**src/rtl/gbe_tx_pkg.sv**
```systemverilog
// Shared definitions for the 10GbE transmit packetizer: header layout,
// software register bit positions and the framing state encoding.
package gbe_tx_pkg;

    localparam int unsigned MCNT_LSB = 0;
    localparam int unsigned MCNT_W   = 48;

    localparam int unsigned EN_BIT   = 31;
    localparam int unsigned PORT_MSB = 15;

    typedef enum logic [1:0] {
        IDLE,
        SEND,
        DROP
    } tx_state_e;

endpackage : gbe_tx_pkg

```
**src/rtl/sw_reg_stabilizer.sv**
```systemverilog
// Compare-and-commit shadow for a software register: a value is committed only
// after COUNT consecutive identical samples.
module sw_reg_stabilizer #(
    parameter int unsigned      WIDTH     = 32,
    parameter int unsigned      COUNT     = 4,
    parameter logic [WIDTH-1:0] RESET_VAL = '0
) (
    input  logic             clk,
    input  logic             rst_n,
    input  logic [WIDTH-1:0] din,
    output logic [WIDTH-1:0] dout
);

    localparam int unsigned      CNT_W   = $clog2(COUNT + 1);
    localparam logic [CNT_W-1:0] CNT_MAX = CNT_W'(COUNT);

    logic [WIDTH-1:0] prev_q, prev_d;
    logic [WIDTH-1:0] shadow_q, shadow_d;
    logic [CNT_W-1:0] cnt_q, cnt_d;

    // cnt_d is the length of the identical-sample run including this cycle.
    always_comb begin
        prev_d   = din;
        shadow_d = shadow_q;
        if (din != prev_q) begin
            cnt_d = CNT_W'(1);
        end else if (cnt_q != CNT_MAX) begin
            cnt_d = cnt_q + CNT_W'(1);
        end else begin
            cnt_d = cnt_q;
        end
        if (cnt_d == CNT_MAX) begin
            shadow_d = din;
        end
    end

    always_ff @(posedge clk or negedge rst_n) begin
        if (!rst_n) begin
            prev_q   <= RESET_VAL;
            shadow_q <= RESET_VAL;
            cnt_q    <= '0;
        end else begin
            prev_q   <= prev_d;
            shadow_q <= shadow_d;
            cnt_q    <= cnt_d;
        end
    end

    assign dout = shadow_q;

endmodule : sw_reg_stabilizer

```
**src/rtl/gbe_tx_packetizer.sv**
```systemverilog
// Frames a continuous 64-bit stream into header + PAYLOAD_LEN word packets for
// the 10GbE core, dropping whole packets when disabled, almost-full or gapless.
module gbe_tx_packetizer
    import gbe_tx_pkg::*;
#(
    parameter int unsigned PAYLOAD_LEN   = 128,
    parameter int unsigned STABLE_CYCLES = 4,
    parameter logic [15:0] DEFAULT_PORT  = 16'd60000
) (
    input  logic        user_clk,
    input  logic        user_rst_n,
    input  logic [31:0] sw_port_reg,
    input  logic [63:0] in_data,
    input  logic        in_valid,
    input  logic        in_sync,
    input  logic        tx_afull,
    output logic [63:0] tx_data,
    output logic        tx_valid,
    output logic        tx_eof,
    output logic [15:0] tx_dest_port,
    output logic [15:0] drop_cnt,
    output logic        err_gap
);

    localparam int unsigned       WIDX_W    = $clog2(PAYLOAD_LEN);
    localparam logic [WIDX_W-1:0] WIDX_LAST = WIDX_W'(PAYLOAD_LEN - 1);
    localparam int unsigned       SHADOW_W  = PORT_MSB + 2;

    logic [SHADOW_W-1:0] shadow;
    logic                shadow_en;
    logic [PORT_MSB:0]   shadow_port;
    logic                unused_sw_bits;

    assign unused_sw_bits = ^sw_port_reg[EN_BIT-1:PORT_MSB+1];

    sw_reg_stabilizer #(
        .WIDTH     (SHADOW_W),
        .COUNT     (STABLE_CYCLES),
        .RESET_VAL ({1'b0, DEFAULT_PORT})
    ) u_port_stab (
        .clk   (user_clk),
        .rst_n (user_rst_n),
        .din   ({sw_port_reg[EN_BIT], sw_port_reg[PORT_MSB:0]}),
        .dout  (shadow)
    );

    assign shadow_en   = shadow[SHADOW_W-1];
    assign shadow_port = shadow[PORT_MSB:0];

    tx_state_e         state_q, state_d;
    logic [WIDX_W-1:0] widx_q, widx_d;
    logic [MCNT_W-1:0] mcnt_q, mcnt_d;
    logic              sync_pend_q, sync_pend_d;
    logic              last_q, last_d;
    logic              s1_valid_q, s1_valid_d;
    logic              s1_last_q, s1_last_d;
    logic [63:0]       s1_data_q, s1_data_d;
    logic [63:0]       tx_data_q, tx_data_d;
    logic              tx_valid_q, tx_valid_d;
    logic              tx_eof_q, tx_eof_d;
    logic [15:0]       dest_port_q, dest_port_d;
    logic [15:0]       drop_cnt_q, drop_cnt_d;
    logic              err_gap_q, err_gap_d;

    logic              sync_now;
    logic              start;
    logic              gap_viol;
    logic              accept;
    logic              last_word;
    logic [MCNT_W-1:0] mcnt_cur;
    logic [63:0]       header;

    always_comb begin
        state_d     = state_q;
        widx_d      = widx_q;
        mcnt_d      = mcnt_q;
        dest_port_d = dest_port_q;
        drop_cnt_d  = drop_cnt_q;
        err_gap_d   = err_gap_q;
        tx_data_d   = tx_data_q;

        // A pending resync is applied before any packet start in the same cycle.
        sync_now    = (state_q == IDLE) && (widx_q == '0) && (sync_pend_q || in_sync);
        sync_pend_d = sync_now ? 1'b0 : (sync_pend_q || in_sync);
        mcnt_cur    = sync_now ? '0 : mcnt_q;
        if (sync_now) begin
            mcnt_d = '0;
        end

        header = '0;
        header[MCNT_LSB +: MCNT_W] = mcnt_cur;

        last_word = in_valid && (widx_q == WIDX_LAST);
        gap_viol  = in_valid && last_q;
        start     = in_valid && (state_q == IDLE) && (widx_q == '0);
        accept    = start && shadow_en && !tx_afull && !gap_viol;
        last_d    = last_word;

        if (in_valid) begin
            widx_d = widx_q + WIDX_W'(1);
        end
        if (gap_viol) begin
            err_gap_d = 1'b1;
        end

        s1_valid_d = 1'b0;
        s1_last_d  = last_word;
        s1_data_d  = in_data;

        case (state_q)
            IDLE: begin
                if (start) begin
                    mcnt_d = mcnt_cur + MCNT_W'(1);
                    if (accept) begin
                        state_d     = SEND;
                        dest_port_d = shadow_port;
                        s1_valid_d  = 1'b1;
                    end else begin
                        state_d = DROP;
                        if (drop_cnt_q != 16'hFFFF) begin
                            drop_cnt_d = drop_cnt_q + 16'd1;
                        end
                    end
                end
            end
            SEND: begin
                if (in_valid) begin
                    s1_valid_d = 1'b1;
                    if (last_word) begin
                        state_d = IDLE;
                    end
                end
            end
            DROP: begin
                if (last_word) begin
                    state_d = IDLE;
                end
            end
            default: state_d = IDLE;
        endcase

        // The header never collides with a buffered word: the mandatory gap
        // drains stage 1 one cycle before any accepted start.
        tx_valid_d = accept || s1_valid_q;
        tx_eof_d   = !accept && s1_valid_q && s1_last_q;
        if (accept) begin
            tx_data_d = header;
        end else if (s1_valid_q) begin
            tx_data_d = s1_data_q;
        end
    end

    always_ff @(posedge user_clk or negedge user_rst_n) begin
        if (!user_rst_n) begin
            state_q     <= IDLE;
            widx_q      <= '0;
            mcnt_q      <= '0;
            sync_pend_q <= 1'b0;
            last_q      <= 1'b0;
            s1_valid_q  <= 1'b0;
            s1_last_q   <= 1'b0;
            s1_data_q   <= '0;
            tx_data_q   <= '0;
            tx_valid_q  <= 1'b0;
            tx_eof_q    <= 1'b0;
            dest_port_q <= DEFAULT_PORT;
            drop_cnt_q  <= '0;
            err_gap_q   <= 1'b0;
        end else begin
            state_q     <= state_d;
            widx_q      <= widx_d;
            mcnt_q      <= mcnt_d;
            sync_pend_q <= sync_pend_d;
            last_q      <= last_d;
            s1_valid_q  <= s1_valid_d;
            s1_last_q   <= s1_last_d;
            s1_data_q   <= s1_data_d;
            tx_data_q   <= tx_data_d;
            tx_valid_q  <= tx_valid_d;
            tx_eof_q    <= tx_eof_d;
            dest_port_q <= dest_port_d;
            drop_cnt_q  <= drop_cnt_d;
            err_gap_q   <= err_gap_d;
        end
    end

    assign tx_data      = tx_data_q;
    assign tx_valid     = tx_valid_q;
    assign tx_eof       = tx_eof_q;
    assign tx_dest_port = dest_port_q;
    assign drop_cnt     = drop_cnt_q;
    assign err_gap      = err_gap_q;

endmodule : gbe_tx_packetizer

```
**config.mk**
```make
export PLATFORM = sky130hd
export DESIGN_NAME = gbe_tx_packetizer
export DESIGN_NICKNAME = d
export VERILOG_FILES = /design/src/rtl/gbe_tx_pkg.sv /design/src/rtl/sw_reg_stabilizer.sv /design/src/rtl/gbe_tx_packetizer.sv
export SDC_FILE = /design/constraint.sdc
export NUM_CORES = 1
export LEC_CHECK = 0
export ABC_CLOCK_PERIOD_IN_PS = 7120
export CORE_MARGIN = 4
export CORE_UTILIZATION = 51
export CTS_BUF_LIST = sky130_fd_sc_hd__clkbuf_4 sky130_fd_sc_hd__clkbuf_8 sky130_fd_sc_hd__clkbuf_16
export DETAILED_ROUTE_END_ITERATION = 8
export PLACE_DENSITY = 0.75
export SLEW_MARGIN = 20
export SYNTH_ARGS = -nofsm -noshare
export SYNTH_HDL_FRONTEND = slang
export SYNTH_HIERARCHICAL = 1
export SYNTH_SLANG_ARGS = --single-unit
export TNS_END_PERCENT = 10
```
**constraint.sdc**
```tcl
create_clock -name user_clk -period 7.12 [get_ports user_clk]
set_clock_uncertainty 0.2 [all_clocks]
set_input_delay 2.136 -clock user_clk [delete_from_list [all_inputs] [get_ports user_clk]]
set_output_delay 2.136 -clock user_clk [all_outputs]
set_load 0.02 [all_outputs]
```
* Yosys cells after proc, flatten, opt, wreduce, memory -nomap -nowiden
Index checks and enable logic that the tools add are counted.
** Storage, ports and cells
- Output and inout bits :: 99
- Register bits :: 260
- Bits of input ports :: 101
- Word-level logic and storage cells :: 69
** Cells by class
- Add/subtract/negate cells :: 4
- Multiplexer cells :: 17
- Bitwise gates (word level) :: 1
- Reduce and logical (&&, ||, !) cells :: 22
- Equality and inequality tests :: 9
** Operator list (number)
- 2-to-1 mux 48 bit :: 3
- 2-to-1 mux 64 bit :: 2
- adder 48 x 1 -> 48 bit (second input constant) :: 1
- != test 17 bit :: 1
- adder 16 x 1 -> 16 bit (second input constant) :: 1
- != test 16 bit (second input constant) :: 1
- logical AND 1 bit :: 11
- 2-to-1 mux 2 bit :: 4
- adder 7 x 1 -> 7 bit (second input constant) :: 1
- equality test 7 bit (second input constant) :: 1
- zero test 7 bit :: 1
- 2-to-1 mux 3 bit :: 2
- case mux 2 bit (3 select lines) :: 1
- 2-to-1 mux 1 bit :: 4
- != test 2 bit (second input constant) :: 2
- AND reduction 4 bit :: 1
- adder 3 x 1 -> 3 bit (second input constant) :: 1
- equality test 3 bit (second input constant) :: 1
- zero test 1 bit :: 3
- != test 3 bit (second input constant) :: 1
- AND reduction 3 bit :: 1
- equality test 2 x 1 -> 1 bit (second input constant) :: 1
- equality test 2 bit (second input constant) :: 1
- zero test 2 bit :: 1
- other kinds (5) :: 6

* Depth between registers and ports, before layout
Gate-level depths: netlist of run 1.
- Depth after elaboration :: 9
- Mapped depth :: 13
- Mapped depth without buffers :: 10

* Modules after synthesis
The synthesis of run 1 kept the hierarchy.
** Modules (own cells, without submodules)
- gbe_tx_packetizer :: cells an instance 737, seq. area each 5589.1 um^2, times used 1, area an instance 9146.3 um^2
- sw_reg_stabilizer :: cells an instance 94, seq. area each 943.4 um^2, times used 1, area an instance 1495.2 um^2

* Worst setup path before layout of run 1
No wires, ideal clock.
- Path kind :: input-to-reg
- Start :: in in_sync
- End :: reg mcnt_q[38]
- Stages on the path :: 10
- Path buffers :: 2
- Arrival time :: 4.272 ns
- Slack :: 2.570 ns
- Library setup time :: 0.078 ns
- Data required time :: 6.842 ns
- Path through :: nor2_1 > or3_1 > clkbuf_1 > and2_1 > ha_1 > nand4_1 > or2_1 > buf_2 > or4_1 > a21oi_1
** On the way
- Word-level cells in the longest chain between the ends :: 6
** Ends and longest elaborated chain
- start, declared :: line gbe_tx_packetizer.sv:15 : input logic in_sync,
- logical OR 1 bit (*) :: line gbe_tx_packetizer.sv:83 : sync_now = (state_q == IDLE) && (widx_q == '0) && (sync_pend_q || in_sync);
- logical AND 1 bit (*) :: line gbe_tx_packetizer.sv:83
- 2-to-1 mux 48 bit (*) :: line gbe_tx_packetizer.sv:85, gbe_tx_packetizer.sv:86
- adder 48 x 1 -> 48 bit :: line gbe_tx_packetizer.sv:113 : mcnt_d = mcnt_cur + MCNT_W'(1);
- 2-to-1 mux 48 bit :: line gbe_tx_packetizer.sv:112 : if (start) begin
- 2-to-1 mux 48 bit (*) :: line gbe_tx_packetizer.sv:110 : case (state_q)
- via mcnt_d[38] :: line gbe_tx_packetizer.sv:52 : logic [MCNT_W-1:0] mcnt_q, mcnt_d;
- end signal, assigned :: line gbe_tx_packetizer.sv:172 : mcnt_q <= mcnt_d;
- end, declared :: line gbe_tx_packetizer.sv:52
Mark *: on every way through the listed nets, which the timed path passes. The rest lies on a longest branch.
A chain may end at the register's enable or synchronous reset.

* Final worst setup path of run 1
- Start :: in in_sync
- End :: reg mcnt_q[26]
The elaborated chain is that of the path after synthesis.

==> results of run 1 <==
## flip-flops by register name (all words and copies together) (netlist names), 2 cells and up
signal	flops
tx_data	64
u_port_stab/cnt_q	3
drop_cnt	16
u_port_stab/dout	17
s1_data_q	64
mcnt_q	48
state_q	2
tx_dest_port	16
u_port_stab/prev_q	17
widx_q	7
## worst max-delay path, cell delays in order
cell and delay (ps):
clkdlybuf4s50_1 500, nor2_1 340, or3_1 170, buf_4 210, and2_1 220, ha_1 310
nand4_1 270, or2_1 550, or4b_1 580, a21oi_1 160
## logic make-up after synthesis
logic type | count (synthesis) | synth area share [%]
fa+ha+maj | 8 | 0.941
simple gates | 252 | 13.3
flops | 260 | 61.4
mux | 92 | 9.43
compound gates | 99 | 7.08
buf+inv | 51 | 2.18
xor+xnor | 69 | 5.68
## through the flow
stage	worst slack [ps]	hold slack [ps]	cells	power, W
finish	1930	253	1307	0.00328
global route	1650	277	1307	0.00341
CTS	1990	261	1307	0.00331
detailed placement	1460	250	1258	0.00190
global placement	1520	236	1258	0.00189
floorplan	2570	223	831	0.00176
## layer usage
metal	vias up	part of all wire [%]	routed length, um
met5	-	0.057	13
met4	2	2.0	463
met3	32	6.3	1420
met2	180	49	11300
met1	3465	42	9610
li1	3370	-	-
## power breakdown
group,internal (W),switching [W]
Sequential,0.00154,0.0000574
Combinational,0.000133,0.000135
Clock,0.000846,0.000562
## final timing paths
path / end / slack, ps / cells after the start
max reg2reg: mcnt_q[26] / 3450 / 11
min in group asynchronous: s1_data_q[23] / 1470 / 1
min: mcnt_q[47] / 250 / 1
max: mcnt_q[26] / 1930 / 10
max in group asynchronous: s1_valid_q / 4010 / 2
min reg2reg: mcnt_q[47] / 250 / 1
## cell usage after synthesis, drive strengths merged (5+ instances only)
master and n:
nand4 33, and2 9, ha 8, a211oi 9, mux2i 56, nand2 47
a21oi 24, o21ai 7, xnor2 36, dfstp 21, o31ai 8, or3 5
o2bb2ai 37, and4 8, inv 15, dfrtp 239, nor3 19, or4 10
and3 10, mux2 36, nor2 49, nor2b 10, clkbuf 18, nand3 24
nor4 10, xor2 33, buf 18
## layout make-up
type | count | share of cell area, %
Clock buffer | 40 | 6.13
Timing Repair Buffer | 193 | 14.0
Sequential cell | 260 | 47.9
Inverter | 15 | 0.413
Multi-Input combinational cell | 520 | 28.5
Clock inverter | 9 | 0.578
Tap cell | 270 | 2.48
==> results.yml, run 1 <==
final_layout:
  layout_commonest_cell: "dfrtp_1"
  design_area_um2: 13600
  fin_util_pct: 67.0
  antenna_cells: 0
  register_area_um2: 6540
  area_delta_synth_final_pct: 28.2
  fillCellCount: 1584
  drive_gt1_share_pct: 12.9
  final_cell_mix: "dfrtp_1 (238), clkdlybuf4s50_1 (183), mux2i_1 (56)"
  nets: 1126
  multi_input_area_um2: 3880
yosys:
  netlist_area_um2: 10600
  synth-seq-area-share_pct: 61.4
  ys_types: 63
  synth.net_count: 940
  synth_edf_count: 0
  synth_cells: 831
  async_reset_ff_share_pct: 100
  synth_top_area_share_pct: 56.2
  avgSynthCellArea_um2: 12.8
  synth_area_leaders: "dfrtp_1 (56%), mux2i_1 (5.3%), dfstp_2 (5.2%)"
  ys.flop_type: "dfrtp_1"
  yosysWarnings: 6
  ys_ff_latch: 260
  yosysTopAreaCell: "dfrtp_1"
grt:
  use_met1_pct: 25.7
  gr-usage-all-layers_pct: 19.7
  grt_pass1_vias: 7346
  gr-total-overflow: 0
  grt_first_pass_wirelength_um: 38300
  use_met2_pct: 33.6
  met3_usage_pct: 4.77
  antenna_found_initial: 1
  gr-max-usage-layer: "met2"
  grt_max_degree: 115
status:
  status: "completed"
clock_tree:
  clock_sinks: 260
  ctsResizeCount: 0
  clock_latency_ps: 530
  htree_levels: 1
  cts_hold_buffers: 0
  cts_setup_buffers: 0
  cts_root_buf: "clkbuf_16"
  cts_inserted_buffers: 27
  cts_buffer_depth: 3
  cts_tree: "done"
  path_clk_slew_ps: 60
route:
  viasPerCell: 5.39
  route.detailed.drc: 0
  dr.pass1.iters: 4
  drt_iter0_markers: 357
  vias: 7049
  avgRoutedWirePerCell_um: 17.4
  ant_nets: 0
  drt_wl_total_um: 22800
timing:
  tns_ps: 0
  setup_viol: 0
  finalMaxSlewViolations: 0
  fin_crit_sh_pct: 72.9
  rsz0062_at_grt: "false"
  max_slew.worst_pin.slew_ps: 846
  fmax_mhz: 193
  slew-limit-headroom_pct: 43.2
  finalCriticalPeriod_ps: 5190
  hold_viol: 0
setup_path:
  crit_path_start_kind: "input port"
  r2r-start: "widx_q[0]"
  critPathMaxFanout: 22
  worst_setup_path_end_kind: "flop"
  worstPathArrival_ps: 5440
  path_class: "in -> reg"
  worstPathRequired_ps: 7370
  startpoint: "in_sync"
floorplan:
  std_cell_rows: 52
  ios: 200
  die_y_um: 152
  die_w_um: 152
  start_util_pct: 52.3
  core_um2: 20400
  die_area_um2: 23200
hold_path:
  hold_start: "mcnt_q[47]"
  min_path_type: "reg -> reg"
power_and_ir_drop:
  p_leak_nw: 5.58
  power.density_nw_per_um2: 240
  ir_worst_vdd_mv: 0.176
place:
  dpl_cell_area_um2: 12700
  gp_congestion: 0.870
  io_buffers: 184
  dpl.hpwl_um: 15400
job:
  drv_cap: 0
(Power assumes the default switching activity.)
==> run 2: changes to the inputs <==
ABC_CLOCK_PERIOD_IN_PS = 4200   (was 7120)
CORE_UTILIZATION = 47   (was 51)
PLACE_DENSITY = 0.73   (was 0.75)
clock period = 4.2 ns   (was 7.12 ns; I/O delays follow)
==> results.yml, run 2 (synthesis results as in run 1) <==
power_and_ir_drop:
  p_sw_w: 0.00132
  ir_worst_vdd_mv: 0.322
  pwr-share-comb_pct: 8.1
  power_frac_seq_pct: 46.9
  p_leak_nw: 5.69
  p_sw_share_pct: 22.8
  p_int_w: 0.00447
  power.density_nw_per_um2: 417
  clkPwrFrac_pct: 45.1
timing:
  tns_ps: 0
  max_slew.worst_pin.slew_ps: 975
  slew-limit-headroom_pct: 35.0
  finalMaxSlewViolations: 0
  fin_crit_sh_pct: 87.5
  setup_viol: 0
  fmax_mhz: 272
  finalCriticalPeriod_ps: 3680
  rsz0062_at_grt: "false"
  hold_viol: 0
final_layout:
  fillCellCount: 1684
  antenna_cells: 0
  drive_gt1_share_pct: 14.1
  instances_no_fill: 1331
  final_cell_mix: "dfrtp_1 (238), clkdlybuf4s50_1 (183), mux2i_1 (56)"
  layout_commonest_cell: "dfrtp_1"
  design_area_um2: 13900
  area_delta_synth_final_pct: 30.7
  nets: 1138
clock_tree:
  cts_inserted_buffers: 28
  cts_root_buf: "clkbuf_16"
  htree_levels: 1
  clock_latency_ps: 530
  cts_tree: "done"
  path_clk_slew_ps: 60
  cts_hold_buffers: 0
  cts_setup_buffers: 0
  ctsResizeCount: 0
  clock_sinks: 260
  cts_buffer_depth: 3
place:
  dp_cells: 1279
  dpl.hpwl_um: 16300
  dpl_cell_area_um2: 12900
  io_buffers: 184
  gp_congestion: 0.887
setup_path:
  critPathMaxFanout: 22
  worstPathArrival_ps: 3920
  path_class: "in -> reg"
  crit_path_start_kind: "input port"
  crit_chain: "clkdlybuf4s50_1 > nor2_1 > or3_1 > and2_1 > ha_1 > nand4_1 > or2_1 > or4b_1 > a21oi_1"
  worstPathRequired_ps: 4440
  cp_slowest_cell: "or4b_1"
  worst_setup_path_end_kind: "flop"
  cpPeakStageDelay_ps: 590
grt:
  grt_first_pass_wirelength_um: 38700
  grt_pass1_vias: 7348
  gr-total-overflow: 0
  gr-usage-all-layers_pct: 18.9
  antenna_found_initial: 2
  grt_max_degree: 73
route:
  ant_nets: 0
  route.detailed.drc: 0
  viasPerCell: 5.40
  vias: 7184
  drt_wl_total_um: 23600
  drt_iter0_markers: 377
  dr.pass1.iters: 4
  avgRoutedWirePerCell_um: 17.7
job:
  drv_cap: 0
hold_path:
  min_path_type: "reg -> reg"
floorplan:
  start_util_pct: 48.3
  die_area_um2: 25100
  die_w_um: 158
  ios: 200
  core_um2: 22000
  std_cell_rows: 54
  die_y_um: 158
status:
  status: "completed"
## run 2: cell count changes in the layout (fill, tap and decap cells not counted)
cell and delta:
buf_12 +5, clkbuf_4 +1, clkinv_2 -1, clkinvlp_4 +2
clkinv_4 +1, buf_4 +6, clkbuf_8 -6, clkbuf_16 +4
bufinv_16 +2
## run 2: power by group through the flow
stage	Clock, W	Sequential [W]	Combinational [W]
after global placement	0	0.00275	0.000463
after CTS	0.00267	0.00271	0.000475
final	0.00261	0.00271	0.000467
after global routing	0.00279	0.00273	0.000516
after floorplan	0	0.00275	0.000223
after detailed placement	0	0.00276	0.000470
## run 2: area by class of cell
type                    instances  area (um^2)  share of cell area, %
multi-input cells             520         3880                   27.9
repair buffers                204         2060                   14.8
well taps                     280          350                   2.52
flip-flops and latches        260         6540                   47.0
clock buffers                  39          861                   6.19
clock inverters                13          158                   1.13
inverters                      15         56.3                  0.405
## run 2: worst paths after layout
check	end	startpoint	depth (start not counted)	slack (ps)
worst max-delay path	mcnt_q[26]	in_sync	9	520
worst min-delay path	mcnt_q[47]	mcnt_q[47]	1	250
worst max register to register	mcnt_q[24]	widx_q[0]	10	740
worst min register to register	mcnt_q[47]	mcnt_q[47]	1	250
max in group asynchronous	s1_data_q[25]	user_rst_n	2	2360
min in group asynchronous	s1_data_q[24]	user_rst_n	1	490
## run 2: worst max-delay path: cells and delay by family
| family | cells | cell delay (ps) |
|---|---|---|
| compound gates | 1 | 170 |
| buf+inv | 1 | 480 |
| simple gates | 6 | 1810 |
| fa+ha+maj | 1 | 200 |
## run 2: routing by layer
layer / track usage, % / share of wire [%] / up-vias
li1: - / - / 3392
met2: 31.5 / 49 / 196
met3: 4.62 / 6.1 / 48
met1: 25.1 / 42 / 3544
met5: 0 / 0.11 / -
met4: 4.55 / 2.3 / 4
## run 2: per-stage QoR
step	worst slack [ps]	hold WS, ps	power (W)	util, %
5_1_grt	381	297	0.00603	63.1
2_1_floorplan	526	223	0.00298	-
3_5_place_dp	29.3	242	0.00323	58.5
3_3_place_gp	120	235	0.00322	58.5
6_report	524	251	0.00579	63.1
4_1_cts	565	253	0.00586	63.1
